**src/rtl/ifetch_queue.sv**
```systemverilog
// ifetch_queue: in-order instruction fetch buffer between the PC / instruction
// memory request channel and the ID stage.
//
// An entry is allocated when memory accepts a fetch address (req_fire), filled
// when the in-order response returns (resp_valid), and the oldest filled entry
// is offered to ID on out_valid/out_ready. A flush discards every entry and
// remembers how many pre-flush responses are still in flight so they can be
// dropped silently when they arrive.
//
// Ports:
//   clk, reset             clock, synchronous active-high reset
//   flush                  discard all entries and in-flight responses
//   fetch_allow            PC stage may issue a request this cycle
//   req_fire, req_pc       accepted fetch request and its PC
//   resp_valid, resp_data  in-order instruction response
//   out_valid, out_ready   head handshake towards ID
//   out_pc, out_inst       head entry contents
//   occupancy              allocated entries (filled plus unfilled)
//   discard_cnt            pre-flush responses still to be dropped
//   resp_orphan            sticky: a response arrived with nothing outstanding

// Invariant checker for the fetch queue bookkeeping.
module ifetch_queue_chk #(
  parameter int DEPTH = 8,
  parameter int CNT_W = 4
) (
  input logic             clk,
  input logic             reset,
  input logic [CNT_W-1:0] count,
  input logic [CNT_W-1:0] pend,
  input logic [CNT_W-1:0] discard,
  input logic             out_valid,
  input logic             req_fire,
  input logic             fetch_allow
);
  logic [CNT_W:0] used_s;

  assign used_s = {1'b0, count} + {1'b0, discard};

  a_count_le_depth: assert property (@(posedge clk) disable iff (reset)
    count <= CNT_W'(DEPTH));
  a_pend_le_count: assert property (@(posedge clk) disable iff (reset)
    pend <= count);
  a_credit: assert property (@(posedge clk) disable iff (reset)
    used_s <= (CNT_W + 1)'(DEPTH));
  a_valid_nonempty: assert property (@(posedge clk) disable iff (reset)
    out_valid |-> (count != {CNT_W{1'b0}}));
  a_req_has_credit: assert property (@(posedge clk) disable iff (reset)
    req_fire |-> fetch_allow);
endmodule

module ifetch_queue #(
  parameter int  ADDR_W = 32,
  parameter int  DATA_W = 32,
  parameter int  DEPTH  = 8,
  localparam int PTR_W  = $clog2(DEPTH),
  localparam int CNT_W  = $clog2(DEPTH + 1)
) (
  input  logic              clk,
  input  logic              reset,
  input  logic              flush,
  output logic              fetch_allow,
  input  logic              req_fire,
  input  logic [ADDR_W-1:0] req_pc,
  input  logic              resp_valid,
  input  logic [DATA_W-1:0] resp_data,
  output logic              out_valid,
  input  logic              out_ready,
  output logic [ADDR_W-1:0] out_pc,
  output logic [DATA_W-1:0] out_inst,
  output logic [CNT_W-1:0]  occupancy,
  output logic [CNT_W-1:0]  discard_cnt,
  output logic              resp_orphan
);
  localparam int SUM_W = CNT_W + 1;

  logic [PTR_W-1:0]  head_r, fill_r, tail_r;
  logic [CNT_W-1:0]  count_r, pend_r, discard_r;
  logic [DEPTH-1:0]  filled_r;
  logic              orphan_r;
  logic [ADDR_W-1:0] pc_mem_r   [DEPTH];
  logic [DATA_W-1:0] inst_mem_r [DEPTH];

  logic              alloc_s, pop_s, fill_s, orphan_s, drop_s;
  logic [SUM_W-1:0]  credit_use_s, in_flight_s;
  logic [CNT_W-1:0]  flush_discard_s;
  logic              flush_orphan_s;

  // Handshake decode, response routing and flush discard arithmetic.
  always_comb begin
    alloc_s  = req_fire && !flush;
    pop_s    = filled_r[head_r] && out_ready && !flush;
    // Outstanding discards always take precedence over filling.
    drop_s   = resp_valid && !flush && (discard_r != {CNT_W{1'b0}});
    fill_s   = resp_valid && !flush && (discard_r == {CNT_W{1'b0}})
               && (pend_r != {CNT_W{1'b0}});
    orphan_s = resp_valid && !flush && (discard_r == {CNT_W{1'b0}})
               && (pend_r == {CNT_W{1'b0}});

    // Everything in flight at a flush: older discards, unfilled entries and a
    // same-cycle request. A same-cycle response retires one of them.
    in_flight_s = {1'b0, discard_r} + {1'b0, pend_r} + {{CNT_W{1'b0}}, req_fire};
    if (resp_valid && (in_flight_s != {SUM_W{1'b0}})) begin
      flush_discard_s = CNT_W'(in_flight_s - {{CNT_W{1'b0}}, 1'b1});
      flush_orphan_s  = 1'b0;
    end else begin
      flush_discard_s = CNT_W'(in_flight_s);
      flush_orphan_s  = resp_valid;
    end

    // Responses still owed for discarded requests hold their credit too.
    credit_use_s = {1'b0, count_r} + {1'b0, discard_r};
  end

  assign fetch_allow = credit_use_s < SUM_W'(DEPTH);
  assign out_valid   = filled_r[head_r];
  assign out_pc      = pc_mem_r[head_r];
  assign out_inst    = inst_mem_r[head_r];
  assign occupancy   = count_r;
  assign discard_cnt = discard_r;
  assign resp_orphan = orphan_r;

  // Pointer, counter, filled-bit and sticky-orphan state.
  always_ff @(posedge clk) begin
    if (reset) begin
      head_r    <= {PTR_W{1'b0}};
      fill_r    <= {PTR_W{1'b0}};
      tail_r    <= {PTR_W{1'b0}};
      count_r   <= {CNT_W{1'b0}};
      pend_r    <= {CNT_W{1'b0}};
      discard_r <= {CNT_W{1'b0}};
      filled_r  <= {DEPTH{1'b0}};
      orphan_r  <= 1'b0;
    end else if (flush) begin
      head_r    <= {PTR_W{1'b0}};
      fill_r    <= {PTR_W{1'b0}};
      tail_r    <= {PTR_W{1'b0}};
      count_r   <= {CNT_W{1'b0}};
      pend_r    <= {CNT_W{1'b0}};
      filled_r  <= {DEPTH{1'b0}};
      discard_r <= flush_discard_s;
      if (flush_orphan_s) begin
        orphan_r <= 1'b1;
      end
    end else begin
      // Allocate, fill and pop touch distinct slots whenever they coincide.
      if (alloc_s) begin
        filled_r[tail_r] <= 1'b0;
        tail_r           <= tail_r + PTR_W'(1'b1);
      end
      if (fill_s) begin
        filled_r[fill_r] <= 1'b1;
        fill_r           <= fill_r + PTR_W'(1'b1);
      end
      if (pop_s) begin
        filled_r[head_r] <= 1'b0;
        head_r           <= head_r + PTR_W'(1'b1);
      end
      count_r <= count_r + CNT_W'(alloc_s) - CNT_W'(pop_s);
      pend_r  <= pend_r + CNT_W'(alloc_s) - CNT_W'(fill_s);
      if (drop_s) begin
        discard_r <= discard_r - CNT_W'(1'b1);
      end
      if (orphan_s) begin
        orphan_r <= 1'b1;
      end
    end
  end

  // Entry payload storage; contents are only meaningful behind a filled bit.
  always_ff @(posedge clk) begin
    if (alloc_s && !reset) begin
      pc_mem_r[tail_r] <= req_pc;
    end
    if (fill_s && !reset) begin
      inst_mem_r[fill_r] <= resp_data;
    end
  end

  ifetch_queue_chk #(
    .DEPTH(DEPTH),
    .CNT_W(CNT_W)
  ) u_chk (
    .clk        (clk),
    .reset      (reset),
    .count      (count_r),
    .pend       (pend_r),
    .discard    (discard_r),
    .out_valid  (out_valid),
    .req_fire   (req_fire),
    .fetch_allow(fetch_allow)
  );
endmodule

```
**config.mk**
```make
export PLATFORM = sky130hd
export DESIGN_NAME = ifetch_queue
export DESIGN_NICKNAME = d
export VERILOG_FILES = /design/src/rtl/ifetch_queue.sv
export SDC_FILE = /design/constraint.sdc
export NUM_CORES = 1
export LEC_CHECK = 0
export BUFFER_PORTS_ARGS = -buffer_cell sky130_fd_sc_hd__buf_2
export CAP_MARGIN = 5
export CORE_MARGIN = 2
export CORE_UTILIZATION = 56
export CTS_BUF_LIST = sky130_fd_sc_hd__clkbuf_8
export CTS_CLUSTER_DIAMETER = 100
export DETAILED_ROUTE_END_ITERATION = 12
export GPL_TIMING_DRIVEN = 0
export PLACE_DENSITY_LB_ADDON = 0.08
export SKIP_LAST_GASP = 1
export SYNTH_ARGS = -nofsm -noshare
export SYNTH_HDL_FRONTEND = slang
export SYNTH_SLANG_ARGS = --single-unit
```
**constraint.sdc**
```tcl
create_clock -name clk -period 3.6 [get_ports clk]
set_clock_uncertainty 0.2 [all_clocks]
set_input_delay 0.18 -clock clk [delete_from_list [all_inputs] [get_ports clk]]
set_output_delay 0.18 -clock clk [all_outputs]
set_load 0.02 [all_outputs]
```
* Word level (Yosys, flattened, before mapping)
Memory sizes are Yosys's and may differ from the RTL's. A register that Yosys moved wholly into a read port is not among the register bits. Index checks and enable logic that the tools add are counted.
Storage, ports and cells: register bits 30, RAM bits 512, bits of input ports 70, output and inout bits 75, logic and storage cells 90, memories 2
Operators by class: add/subtract/negate cells 12, order comparisons 7, equality and inequality tests 1, mux-type cells 30, bitwise operators 5, reductions and logical operators 25
Memory list:
- inst_mem_r | words 8, bits a word 32, read ports 1, clocked after Yosys merged registers in 1, write ports 1, RTL line 82 | logic [DATA_W-1:0] inst_mem_r [DEPTH];
- pc_mem_r | words 8, bits a word 32, read ports 1, clocked after Yosys merged registers in 1, write ports 1, RTL line 81 | logic [ADDR_W-1:0] pc_mem_r [DEPTH];
Operator list (number):
- $mux W8 | 7
- $and A8 B8 Y8 | 2
- $not A8 Y8 | 2
- $logic_and A1 B1 Y1 | 14
- $lt A3 B4 Y1 const B | 3
- $mux W1 | 12
- $mux W3 | 4
- $mux W4 | 3
- $add A4 B4 Y5 | 2
- $add A3 B1 Y3 const B | 3
- $demux W1 S3 | 3
- $ge A3 B1 Y1 const B | 3
- $add A4 B1 Y4 | 2
- $logic_not A4 Y1 | 2
- $or A8 B8 Y8 | 1
- $reduce_bool A4 Y1 | 2
- $sub A4 B1 Y4 | 2
- $sub A4 B1 Y4 const B | 2
- $add A5 B1 Y5 | 1
- $lt A5 B4 Y1 const B | 1
- $reduce_bool A5 Y1 | 1
- $reduce_bool A2 Y1 | 2
- $bmux W1 S3 | 1
- $logic_not A1 Y1 | 2
- 3 further kinds | 3

* Depth between registers and ports, before layout
depth in word-level cells 15, mapped depth 11, mapped depth without buffers 11

* Worst setup path before layout
OpenSTA, ideal clock, no wires.
path type in2reg, start in req_fire, end mem pc_mem_r[0][0], enable pin, arrival 3.168 ns, data required time 2.939 ns, path slack -0.229 ns, stages on the path 4, path buffers 1, path through clkbuf_1 nand2b_1 or3_1 nor3_1
Between the ends: cells in the longest elaborated chain, start to end 4
Ends and longest elaborated chain:
- start, declared | RTL line 63 | input logic req_fire,
- $logic_and A1 B1 Y1 | RTL line 91 | alloc_s = req_fire && !flush;
- $logic_and A1 B1 Y1 | RTL line 172 | if (alloc_s && !reset) begin
- $mux W1 | RTL line 172
- $mux W1 (implied by the code) | RTL line 173 | pc_mem_r[tail_r] <= req_pc;
- end, declared | RTL line 81
Every way passes these cells.

==> impl_metrics.py <==
metrics = {
    "status": {
        "outcome": "finished, final reports clean",
    },
    "synth": {
        "synth-seq-cells": 545,
        "async_flop_share_pct": 0,
        "netlist_instances": 992,
        "synth_area_leaders": "edfxtp_1 (72%), mux4_2 (13%), mux2_2 (3.4%)",
        "synth_fp_nets": 1087,
        "synth_area_leader_cell": "edfxtp_1",
        "syn_avg_cell_area_sq_um": 21.55,
        "seq_area_frac_synth_pct": 75.00,
        "ys.flop_type": "edfxtp_1",
        "yosys_warnings": 0,
        "synth_edf_count": 512,
        "syn_area_sq_mm": 0.02138,
        "synth_top_cell_area_share_pct": 71.91,
        "ys_types": 61,
    },
    "hold_path": {
        "min_path_cells": 2,
        "hold_class": "input pin to flip-flop",
        "min_from": "resp_data[22]",
    },
    "grt": {
        "grt_first_pass_wirelength_mm": 65.53,
        "grt_max_degree": 33,
        "grt.total_usage_pct": 22.75,
        "antenna_found_initial": 1,
        "grt_pass1_vias": 11310,
        "grt_overflow": 0,
    },
    "worst_setup_path": {
        "path_max_fanout": 10,
        "startpoint_type": "flip-flop",
        "cp.arrival_ns": 3.04,
        "path_buf_inv": 3,
        "cp_top_family": "buffers and inverters",
        "cpMaxStageDelayCell": "clkbuf_1",
        "r2r_cells": 9,
        "critPathMaxStageDelay_ns": 0.63,
        "crit_chain": "clkbuf_1 -> clkbuf_1 -> mux4_2 -> mux2_2 -> buf_2",
        "r2r_start": "discard_cnt[0]$_SDFFE_PP0P_",
        "crit_path_end_kind": "primary output",
        "crit_cells": 5,
        "criticalPathCategory": "flip-flop to primary output",
        "crit_top_cell": "clkbuf_1",
        "worst_ep_required_time_ns": 3.22,
    },
    "floorplan": {
        "ios": 145,
        "num_rows": 71,
        "core_sq_mm": 0.03767,
        "fp.dieW_um": 199.4,
        "die_y_um": 199.4,
        "die_area_sq_mm": 0.03976,
        "floorplan.initialDensity_pct": 56.76,
    },
    "drt": {
        "drc": 0,
        "drtAntennaViolNets": 0,
        "wire_per_inst_um": 23.12,
        "num_vias": 10720,
        "dr.pass1.iters": 5,
        "first_iter_violations": 731,
        "drt-total-wl_mm": 43.66,
        "viasPerCell": 5.676,
    },
    "place": {
        "place_area_sq_mm": 0.02313,
        "hpwl_mm": 26.05,
        "numPortBuffers": 142,
        "gp_congestion": 0.8723,
        "dpl_worst_slack_ns": 0.2113,
    },
    "power": {
        "peakVddDrop_mv": 0.2767,
        "p_leak_nw": 8.412,
        "power_mw": 12.43,
        "p_per_area_mw_per_mm2": 488.1,
    },
    "timing": {
        "fmax_mhz": 292.1,
        "slew_headroom_pct": 30.39,
        "hold_viol": 0,
        "rsz0062_at_grt": "no",
        "fin_ws_ns": 0.1770,
        "setup_viol": 0,
        "min_period_ns": 3.423,
        "min_period_over_period_pct": 95.08,
        "maxSlewViolCount": 0,
        "worst_pin_slew_ns": 1.042,
    },
    "final_layout": {
        "final_core_util_pct": 67.61,
        "nFillCells": 2553,
        "final_cell_mix": "edfxtp_1 (512), buf_2 (156), mux4_2 (128)",
        "finalNetCount": 1405,
        "multiInputGateArea_sq_mm": 0.005119,
        "design_area_sq_mm": 0.02546,
        "layout-drive-gt1-share_pct": 37.28,
        "area_growth_pct": 19.10,
        "final_common_cell": "edfxtp_1",
        "ff_latch_area_sq_mm": 0.01604,
    },
    "cts": {
        "cts_buffer_depth": 3,
        "cts-root-buf": "clkbuf_8",
        "clk_pin_slew_ns": 0.06,
        "clock_sinks": 545,
        "clk_latency_ns": 0.62,
        "cts_made_buffers": 88,
        "h-tree-depth": 3,
        "post_cts_buffers": 0,
        "cts_tree": "yes",
    },
    "run": {
        "max-cap-violations": 0,
    },
}
per-layer routing:
| metal | up-vias | wire [um] | global-route usage, % |
|---|---|---|---|
| met5 | - | 0 | 0 |
| met4 | 0 | 671 | 6.447 |
| met3 | 54 | 2528 | 4.962 |
| met2 | 308 | 21490 | 36.87 |
| met1 | 5573 | 18970 | 31.69 |
| li1 | 4782 | - | - |
registers in the layout, summed over array words and instances (netlist names), named ones only:
signal       cells
discard_cnt      4
fill_r           3
inst_mem_r     256
pc_mem_r       256
occupancy        4
resp_orphan      1
filled_r         8
pend_r           4
tail_r           3
head_r           3
worst register-to-register path, delay by kind of cell, from the launching register on:
family / cells / cell delay (ns)
AOI/OAI and AO/OA: 2 / 0.29
adders and majority gates: 3 / 1.26
buffers and inverters: 2 / 0.73
DFF: 1 / 0.43
and+or+nand+nor: 2 / 0.40
final timing paths:
check	slack (ns)	end
setup / recovery	0.18	out_pc[20]
setup reg to reg	0.25	discard_cnt[3]$_SDFFE_PP0P_
hold reg to reg	0.28	resp_orphan$_SDFFE_PP0P_
hold / removal	0.17	inst_mem_r[3][22]$_DFFE_PP_
cell type report:
class | instances | area share, %
Antenna cell | 1 | 0.009827
Buffer | 46 | 0.8255
Clock buffer | 97 | 5.243
Clock inverter | 59 | 1.076
Inverter | 26 | 0.3833
Multi-Input combinational cell | 375 | 20.10
Sequential cell | 545 | 62.97
Tap cell | 511 | 2.511
Timing Repair Buffer | 228 | 6.879
cells by family (layout without fill, tap and decap cells):
family          after synthesis  in the layout  share of synthesized area [%]
other cells                   0              1                              0
compound gates               55             55                          2.048
buf+inv                      72            456                          1.416
mux                         197            197                          17.09
fa+ha+maj                    25             25                          1.603
flops                       545            545                          75.00
simple gates                 88             88                          2.435
xor+xnor                     10             10                         0.4096
repair_timing:
action | 4_1_cts | 5_1_grt
hold buffers | 71 | 0
setup endpoints to repair | 2 | 8
resized for setup | 1 | 7
hold endpoints to repair | 535 | 0
metrics by stage:
step | hold slack (ns) | instances | TNS, ns
finish | 0.1699 | 1888 | 0
global route | 0.1620 | 1888 | 0
CTS | 0.1053 | 1887 | 0
detailed placement | 0.2460 | 1660 | 0
global placement | 0.2465 | 1645 | -249.83
floorplan | 0.07887 | 992 | 0
power breakdown:
part,internal (mW),total [mW],leakage [nW],switching (mW)
clock network,2.54,4.85,0.903,2.31
registers,6.96,6.99,4.87,0.0285
logic,0.257,0.593,2.64,0.336
total,9.75,12.4,8.41,2.67
cell usage after synthesis, types with 6 or more instances:
library cell and instances:
nand2_1 7, mux2_2 64, edfxtp_1 512, nor2_1 27, xnor2_1 6, a21oi_1 9
inv_1 26, a32oi_1 6, ha_1 21, nand3_1 7, nor3_1 6, buf_2 14
dfxtp_1 33, mux4_2 128, clkbuf_1 27, nand2b_1 7
(Power assumes the default switching activity.)
